$ cat config.mk
export PLATFORM = sky130hd
export DESIGN_NAME = peripheral_timer_bank
export DESIGN_NICKNAME = d
export VERILOG_FILES = /design/src/rtl/periph_pkg.sv /design/src/rtl/timer_channel.sv /design/src/rtl/peripheral_timer_bank.sv
export SDC_FILE = /design/constraint.sdc
export NUM_CORES = 1
export LEC_CHECK = 0
export CORE_MARGIN = 3
export CORE_UTILIZATION = 63
export DETAILED_ROUTE_END_ITERATION = 12
export GPL_TIMING_DRIVEN = 0
export PLACE_DENSITY = 0.95
export SLEW_MARGIN = 30
export SYNTH_ARGS = -nofsm -noshare
export SYNTH_HDL_FRONTEND = slang
export SYNTH_HIERARCHICAL = 1
export SYNTH_SLANG_ARGS = --single-unit
$ cat constraint.sdc
create_clock -name clk -period 8.85 [get_ports clk]
set_clock_uncertainty 0.2 [all_clocks]
set_input_delay 2.2125 -clock clk [delete_from_list [all_inputs] [get_ports clk]]
set_output_delay 2.2125 -clock clk [all_outputs]
set_load 0.05 [all_outputs]
$ cat src/rtl/periph_pkg.sv
// Shared register map and TCON bit layout for the timer-bank peripheral.
// Channel registers repeat every CH_STRIDE bytes; globals sit at GLB_OFFSET.
package periph_pkg;

  localparam logic [31:0] CH_STRIDE  = 32'h10;
  localparam logic [31:0] GLB_OFFSET = 32'h80;

  // Word index within a 16-byte block: offset = index * 4.
  typedef enum logic [1:0] {
    REG_TH    = 2'd0,
    REG_TL    = 2'd1,
    REG_TCON  = 2'd2,
    REG_PRESC = 2'd3
  } ch_reg_e;

  typedef enum logic [1:0] {
    GLB_LED     = 2'd0,
    GLB_SWITCH  = 2'd1,
    GLB_DIGI    = 2'd2,
    GLB_IRQSTAT = 2'd3
  } glb_reg_e;

  localparam int TCON_EN      = 0;
  localparam int TCON_IEN     = 1;
  localparam int TCON_ONESHOT = 2;
  localparam int TCON_STATUS  = 3;

endpackage

$ cat src/rtl/timer_channel.sv
// One timer channel: reload/counter registers, prescaler, overflow and
// sticky status. Register writes arrive as pre-decoded strobes.
module timer_channel
  import periph_pkg::*;
#(
  parameter int TIMER_W = 32,
  parameter int PRESC_W = 16
) (
  input  logic               clk,
  input  logic               reset,
  input  logic               i_th_we,
  input  logic               i_tl_we,
  input  logic               i_tcon_we,
  input  logic               i_presc_we,
  input  logic               i_stat_clr,
  input  logic [31:0]        i_wdata,
  output logic [TIMER_W-1:0] o_th,
  output logic [TIMER_W-1:0] o_tl,
  output logic [3:0]         o_tcon,
  output logic [PRESC_W-1:0] o_presc,
  output logic               o_irq
);

  logic [TIMER_W-1:0] r_th;
  logic [TIMER_W-1:0] r_tl;
  logic [PRESC_W-1:0] r_presc;
  logic [PRESC_W-1:0] r_pcnt;
  logic               r_en;
  logic               r_ien;
  logic               r_oneshot;
  logic               r_status;

  logic w_tick;
  logic w_ovf;
  logic w_clr;
  logic w_unused;

  assign w_tick   = r_en && (r_pcnt == r_presc);
  // A CPU write to TL on the wrap cycle replaces the wrap entirely.
  assign w_ovf    = w_tick && (&r_tl) && !i_tl_we;
  assign w_clr    = i_stat_clr || (i_tcon_we && i_wdata[TCON_STATUS]);
  assign w_unused = ^i_wdata;

  // NOTE: sequential state uses <= so every register samples pre-edge values.
  always_ff @(posedge clk or negedge reset) begin
    if (!reset) begin
      r_th      <= '0;
      r_tl      <= '0;
      r_presc   <= '0;
      r_pcnt    <= '0;
      r_en      <= 1'b0;
      r_ien     <= 1'b0;
      r_oneshot <= 1'b0;
      r_status  <= 1'b0;
    end else begin
      if (i_th_we)    r_th    <= i_wdata[TIMER_W-1:0];
      if (i_presc_we) r_presc <= i_wdata[PRESC_W-1:0];

      if (i_tl_we)     r_tl <= i_wdata[TIMER_W-1:0];
      else if (w_tick) r_tl <= (&r_tl) ? r_th : r_tl + TIMER_W'(1);

      if (!r_en || i_presc_we || i_tcon_we || w_tick) r_pcnt <= '0;
      else                                            r_pcnt <= r_pcnt + PRESC_W'(1);

      if (i_tcon_we) begin
        r_en      <= i_wdata[TCON_EN];
        r_ien     <= i_wdata[TCON_IEN];
        r_oneshot <= i_wdata[TCON_ONESHOT];
      end else if (w_ovf && r_oneshot) begin
        r_en <= 1'b0;
      end

      // Overflow set has priority over any clear in the same cycle.
      if (w_ovf)      r_status <= 1'b1;
      else if (w_clr) r_status <= 1'b0;
    end
  end

  assign o_th    = r_th;
  assign o_tl    = r_tl;
  assign o_presc = r_presc;
  assign o_irq   = r_status && r_ien;

  always_comb begin
    o_tcon               = '0;
    o_tcon[TCON_EN]      = r_en;
    o_tcon[TCON_IEN]     = r_ien;
    o_tcon[TCON_ONESHOT] = r_oneshot;
    o_tcon[TCON_STATUS]  = r_status;
  end

endmodule

$ cat src/rtl/peripheral_timer_bank.sv
// Memory-mapped I/O block: NUM_TIMERS timer channels plus LED, switch and
// 7-segment registers, with an OR-ed interrupt line to the CPU.
module peripheral_timer_bank
  import periph_pkg::*;
#(
  parameter int          NUM_TIMERS = 2,
  parameter int          TIMER_W    = 32,
  parameter int          PRESC_W    = 16,
  parameter int          LED_W      = 8,
  parameter int          SW_W       = 8,
  parameter int          DIGI_W     = 12,
  parameter logic [31:0] BASE_ADDR  = 32'h4000_0000
) (
  input  logic                  clk,
  input  logic                  reset,
  input  logic                  rd,
  input  logic                  wr,
  input  logic [31:0]           addr,
  input  logic [31:0]           wdata,
  output logic [31:0]           rdata,
  output logic [LED_W-1:0]      led,
  input  logic [SW_W-1:0]       switch,
  output logic [DIGI_W-1:0]     digi,
  output logic [NUM_TIMERS-1:0] irq_vec,
  output logic                  irqout
);

  logic [31:0]           w_off;
  logic                  w_aligned;
  logic                  w_glb_hit;
  ch_reg_e               w_ch_reg;
  glb_reg_e              w_glb_reg;
  logic [NUM_TIMERS-1:0] w_ch_hit;
  logic [NUM_TIMERS-1:0] w_status;

  logic [TIMER_W-1:0] w_th    [NUM_TIMERS];
  logic [TIMER_W-1:0] w_tl    [NUM_TIMERS];
  logic [3:0]         w_tcon  [NUM_TIMERS];
  logic [PRESC_W-1:0] w_presc [NUM_TIMERS];

  logic [LED_W-1:0]  r_led;
  logic [DIGI_W-1:0] r_digi;

  // Wrap-around subtraction makes any address below BASE decode as unmapped.
  assign w_off     = addr - BASE_ADDR;
  assign w_aligned = (w_off[1:0] == 2'b00);
  assign w_ch_reg  = ch_reg_e'(w_off[3:2]);
  assign w_glb_reg = glb_reg_e'(w_off[3:2]);
  assign w_glb_hit = w_aligned && ((w_off & ~32'hF) == GLB_OFFSET);

  for (genvar g = 0; g < NUM_TIMERS; g++) begin : g_ch
    assign w_ch_hit[g] = w_aligned && ((w_off & ~32'hF) == CH_STRIDE * 32'(g));

    timer_channel #(
      .TIMER_W (TIMER_W),
      .PRESC_W (PRESC_W)
    ) u_ch (
      .clk        (clk),
      .reset      (reset),
      .i_th_we    (wr && w_ch_hit[g] && (w_ch_reg == REG_TH)),
      .i_tl_we    (wr && w_ch_hit[g] && (w_ch_reg == REG_TL)),
      .i_tcon_we  (wr && w_ch_hit[g] && (w_ch_reg == REG_TCON)),
      .i_presc_we (wr && w_ch_hit[g] && (w_ch_reg == REG_PRESC)),
      .i_stat_clr (wr && w_glb_hit && (w_glb_reg == GLB_IRQSTAT) && wdata[g]),
      .i_wdata    (wdata),
      .o_th       (w_th[g]),
      .o_tl       (w_tl[g]),
      .o_tcon     (w_tcon[g]),
      .o_presc    (w_presc[g]),
      .o_irq      (irq_vec[g])
    );

    assign w_status[g] = w_tcon[g][TCON_STATUS];
  end

  always_ff @(posedge clk or negedge reset) begin
    if (!reset) begin
      r_led  <= '0;
      r_digi <= '0;
    end else if (wr && w_glb_hit) begin
      if (w_glb_reg == GLB_LED)  r_led  <= wdata[LED_W-1:0];
      if (w_glb_reg == GLB_DIGI) r_digi <= wdata[DIGI_W-1:0];
    end
  end

  // NOTE: rdata gets its default first so no latch is inferred.
  always_comb begin
    rdata = '0;
    if (rd) begin
      for (int i = 0; i < NUM_TIMERS; i++) begin
        if (w_ch_hit[i]) begin
          case (w_ch_reg)
            REG_TH:    rdata = 32'(w_th[i]);
            REG_TL:    rdata = 32'(w_tl[i]);
            REG_TCON:  rdata = 32'(w_tcon[i]);
            REG_PRESC: rdata = 32'(w_presc[i]);
          endcase
        end
      end
      if (w_glb_hit) begin
        case (w_glb_reg)
          GLB_LED:     rdata = 32'(r_led);
          GLB_SWITCH:  rdata = 32'(switch);
          GLB_DIGI:    rdata = 32'(r_digi);
          GLB_IRQSTAT: rdata = 32'(w_status);
        endcase
      end
    end
  end

  assign led    = r_led;
  assign digi   = r_digi;
  assign irqout = |irq_vec;

endmodule
Yosys cells after proc, flatten, opt, wreduce, memory -nomap -nowiden
Index checks and enable logic that the tools add are counted.

Register bits after elaboration: 220. Input port bits: 76. Output and inout port bits: 55. Logic and storage cells: 108.

Add/sub/neg operators: 5. Equality and inequality tests: 7. Mux-type cells: 23. Reductions and logical operators: 55.

Operators by type and width (count): $pmux W32 S4 (3); $mux W32 (10); $add A32 B1 Y32 const B (2); $reduce_and A32 Y1 (2); $add A16 B1 Y16 const B (2); $eq A16 B16 Y1 (2); $logic_not A32 Y1 (1); $mux W16 (2); $sub A32 B31 Y32 const B (1); $logic_and A1 B1 Y1 (29); $eq A28 B1 Y1 const B (1); $eq A28 B4 Y1 const B (1); $reduce_bool A2 Y1 (6); $logic_or A1 B1 Y1 (8); $mux W1 (8); $eq A2 B2 Y1 const B (2); $logic_not A1 Y1 (4); $logic_not A2 Y1 (2); $reduce_and A2 Y1 (2); $eq A2 B1 Y1 const B (1); $reduce_or A2 Y1 (1).

Depth between registers and ports, before layout
Depth after elaboration: 10. Mapped depth: 11. Gate-level depth less buffers: 9.

Modules after synthesis
The synthesis kept the hierarchy.

Modules (own cells, without submodules): timer_channel at g_ch[1].u_ch (times used 1, cells each 523, area each 5351.4 sq um, sequential area each 2502.4 sq um); timer_channel at g_ch[0].u_ch (times used 1, cells each 520, area each 5285.1 sq um, sequential area each 2502.4 sq um); peripheral_timer_bank (times used 1, cells each 279, area each 2726.4 sq um, sequential area each 500.5 sq um).

Worst setup path after synthesis
No wires, ideal clock.

Kind: input to output. Start point: in addr[14]. End point: out rdata[12]. Arrival time: 5598 ps. Slack: 839 ps. Stages on the path: 5. Cells stage by stage: nor4_1 nand4_2 or2_0 clkbuf_1 a2111oi_0.

Longest elaborated chain between the ends: 7.

Ends and longest elaborated chain: start: declaration (line peripheral_timer_bank.sv:18) `input logic [31:0] addr,`; $sub A32 B31 Y32 (*) (line peripheral_timer_bank.sv:45) `assign w_off = addr - BASE_ADDR;`; $logic_not A32 Y1 (line peripheral_timer_bank.sv:52) `assign w_ch_hit[g] = w_aligned && ((w_off & ~32'hF) == CH_STRIDE * 32'(g));`; $logic_and A1 B1 Y1 (line peripheral_timer_bank.sv:52); $mux W32 (2 in series) (line peripheral_timer_bank.sv:91) `if (w_ch_hit[i]) begin`; $mux W32 (*) (line peripheral_timer_bank.sv:100) `if (w_glb_hit) begin`; $mux W32 (*) (line peripheral_timer_bank.sv:89) `if (rd) begin`; end: declaration (line peripheral_timer_bank.sv:20) `output logic [31:0] rdata,`.

Mark *: on every way between the ends. The rest lies on a longest branch, timed or not.

Final worst setup path
Start point: in addr[4]. End point: out rdata[13].

The elaborated chain is that of the path after synthesis.

==> flow_summary.ini <==
[synth]
prevailing_post_synth_register_cell = sky130_fd_sc_hd__dfrtp_1
post_synth.cell_area_avg_um2 = 10.1
post-synth-top-count-cell = sky130_fd_sc_hd__dfrtp_1
synth.cell_area_um2 = 13400
yosysTopAreaCell = sky130_fd_sc_hd__dfrtp_1
yosys_warnings = 6
syn_nets = 1402
synth_cell_type_count = 84
postSynthCellCount = 1322
synth_sequential_area_ratio_pct = 41.2
synth_edf_count = 0
ys_top_cells_by_count = sky130_fd_sc_hd__dfrtp_1, sky130_fd_sc_hd__mux2_2, sky130_fd_sc_hd__nor2_1
synth.top_cells.by_area = sky130_fd_sc_hd__dfrtp_1, sky130_fd_sc_hd__mux2_2, sky130_fd_sc_hd__mux4_2, sky130_fd_sc_hd__mux2i_1, sky130_fd_sc_hd__nor2_1
synth_largest_type_area_fraction_pct = 41.2
postSynthRegisterBits = 220
ys_async_sr_fraction_pct = 100

[power_and_ir_drop]
p_leak_nw = 6.86
power-per-cell-area_nw_per_um2 = 136
vdd_drop_max_uv = 126
power.switching_w = 0.000532
combinational_power_share_pct = 7.2
netSwitchingFraction_pct = 24.6
cell_internal_pwr_w = 0.00163
power.clock.fraction_pct = 46.2
p_seq_share_pct = 46.6

[floorplanning]
die_width_um = 152
top_level_ports = 131
die-height_um = 152
num_rows = 52
design.die.area_um2 = 23000
start_util_pct = 65.0
core_area_um2 = 20600

[timing]
postLayoutSetupSlackWorst_ns = 0.634
slew_violations = 0
final-hold-violation-count = 0
fmaxAchievable_mhz = 122
slew_worst_pin_ns = 0.976
timing.max_slew.rel_slack_pct = 33.2
rsz_0062_raised_after_global_routing = false
timing.final.crit_share_pct = 92.8
final.min_clock_period_ns = 8.22
finalSetupViolations = 0

[clocking]
clock-sinks = 220
post_cts.resized_instances = 0
clk_path_buf_depth = 3
tritoncts = yes
cts_made_buffers = 25
cts_setup_buffers = 0
cts_max_level = 1
quantity_of_hold_fixing_buffers_added_after_cts = 0
root_buffer = sky130_fd_sc_hd__clkbuf_16
path_clk_slew_ns = 0.06
insertion_delay_ns = 0.55

[setup_path]
critical-path-top-delay-family = buffers and inverters
regToRegSetupSlack_ns = 5.23
cp_max_fo = 10
critical_path_class = input pin to output pin
crit_path_start = addr[4]
cp_data_required_time_ns = 6.44
worst_r2r_startpoint = g_ch[0].u_ch/o_tl[24]
ff2ff_path_depth = 8
crit_path_start_kind = input pin
crit_chain = clkdlybuf4s50_1, clkbuf_1, clkbuf_1, a211oi_1, a2111oi_0, clkdlybuf4s50_1
crit_path_end_kind = output pin
worst_path_largest_cell_delay_ns = 0.96
worstPathArrival_ns = 5.80
critical_path.slowest_cell = sky130_fd_sc_hd__clkdlybuf4s50_1
critical_path_cell_count = 6
crit_buf_inv = 4

[grt]
grtUsageTotal_pct = 42.5
grt_start_max_net_pins = 87
grt_pass1_wl_um = 74200
grt_antenna_before_repair = 1
first_global_vias = 12900
grt_overflow = 0

[route]
drc = 0
vias = 13000
wl_met2_um = 21400
post_drt_via_cell_ratio = 7.35
first_iter_violations = 1744
ant_nets = 0
highest_layer = met5
firstDrtPassIters = 9
met1Wirelength_um = 16500
wl_met3_um = 6810
route.detailed.wl_per_inst_um = 27.7
wirelength_um = 49000

[hold_path]
min_path_type = flop to flop
hold_path_origin = g_ch[0].u_ch/r_pcnt[0]
worst_hold_path_stage_count = 1

[placement]
dp_worst_setup_slack_ns = 0.665
placement.cell_area_um2 = 15100
dp_hpwl_um = 33500
placed_cells = 1724
placement.io_buffers = 130
routabilityCongestion = 1.04

[final_layout]
fin_area_um2 = 15800
area_delta_synth_final_pct = 18.5
finalNonFillerCells = 1766
ratio_of_cells_with_drive_above_1_in_the_final_layout_pct = 17.3
n_antenna_cell = 0
finalCoreUtilization_pct = 77.0
final_nets = 1561

[run_status]
status = completed

[job]
max-cap-violations = 0
## placed cells by master, fill, tap and decap left out, drive strengths merged, types with 36 or more instances in the layout
cell | synthesis | final
nor3 | 38 | 38
mux2 | 118 | 118
dfrtp | 220 | 220
nor2 | 107 | 107
nand3 | 56 | 56
a21oi | 46 | 46
nand4 | 36 | 36
mux2i | 45 | 45
clkdlybuf4s50 | 0 | 129
xnor2 | 45 | 45
buf | 43 | 46
o21ai | 38 | 38
nand2 | 101 | 101
clkbuf | 42 | 77
xor2 | 36 | 36
## layer usage
| metal | up-vias | global-route usage (%) |
|---|---|---|
| met2 | 1259 | 66.0 |
| li1 | 5208 | - |
| met1 | 6112 | 52.2 |
| met5 | - | 0 |
| met4 | 2 | 27.4 |
| met3 | 392 | 12.3 |
## power groups by stage
stage                     registers, W  logic (W)  clock network, W
after floorplan                0.00102  0.0000482                 0
after global placement         0.00103   0.000139                 0
after detailed placement       0.00102   0.000146                 0
after CTS                      0.00101   0.000149          0.000993
after global routing           0.00101   0.000160           0.00103
final                          0.00101   0.000156          0.000996
## area by class of cell
cell class	count	area, µm²
Clock buffer	35	713
Fill cell	1289	4720
Tap cell	270	338
Timing Repair Buffer	132	1360
Multi-Input combinational cell	992	7350
Buffer	85	419
Inverter	25	93.8
Clock inverter	7	52.6
Sequential cell	220	5510
## state kept, by name (all words and copies together) (netlist names)
signal / cells
g_ch.u_ch/r_en: 2
g_ch.u_ch/r_ien: 2
g_ch.u_ch/o_th: 64
led: 8
g_ch.u_ch/r_oneshot: 2
g_ch.u_ch/o_presc: 32
g_ch.u_ch/r_pcnt: 32
g_ch.u_ch/r_status: 2
digi: 12
g_ch.u_ch/o_tl: 64
## logic make-up (layout without fill, tap and decap cells)
kind of cell | Yosys count | count (layout) | synth area share [%]
muxes | 189 | 189 | 17.7
AOI/OAI and AO/OA | 238 | 238 | 12.6
and+or+nand+nor | 480 | 480 | 19.0
adders and majority gates | 4 | 4 | 0.375
xor gates and xnor gates | 81 | 81 | 5.31
DFF | 220 | 220 | 41.2
buffers and inverters | 110 | 284 | 3.84
## through the flow
stage          total power (W)  hold WS [ns]  setup TNS [ns]
2_1_floorplan          0.00107         0.265               0
3_3_place_gp           0.00116         0.302         -839.19
3_5_place_dp           0.00117         0.310               0
4_1_cts                0.00215         0.318               0
5_1_grt                0.00219         0.352               0
6_report               0.00216         0.319               0
## worst paths after layout
check,endpoint
setup / recovery,rdata[13]
hold / removal,g_ch[0].u_ch/r_pcnt[0]
setup reg to reg,g_ch[0].u_ch/o_tl[15]
hold reg to reg,g_ch[0].u_ch/r_pcnt[0]
max in group asynchronous,led[2]
min in group asynchronous,g_ch[0].u_ch/o_tl[28]
Power figures use the tool's default switching activity.
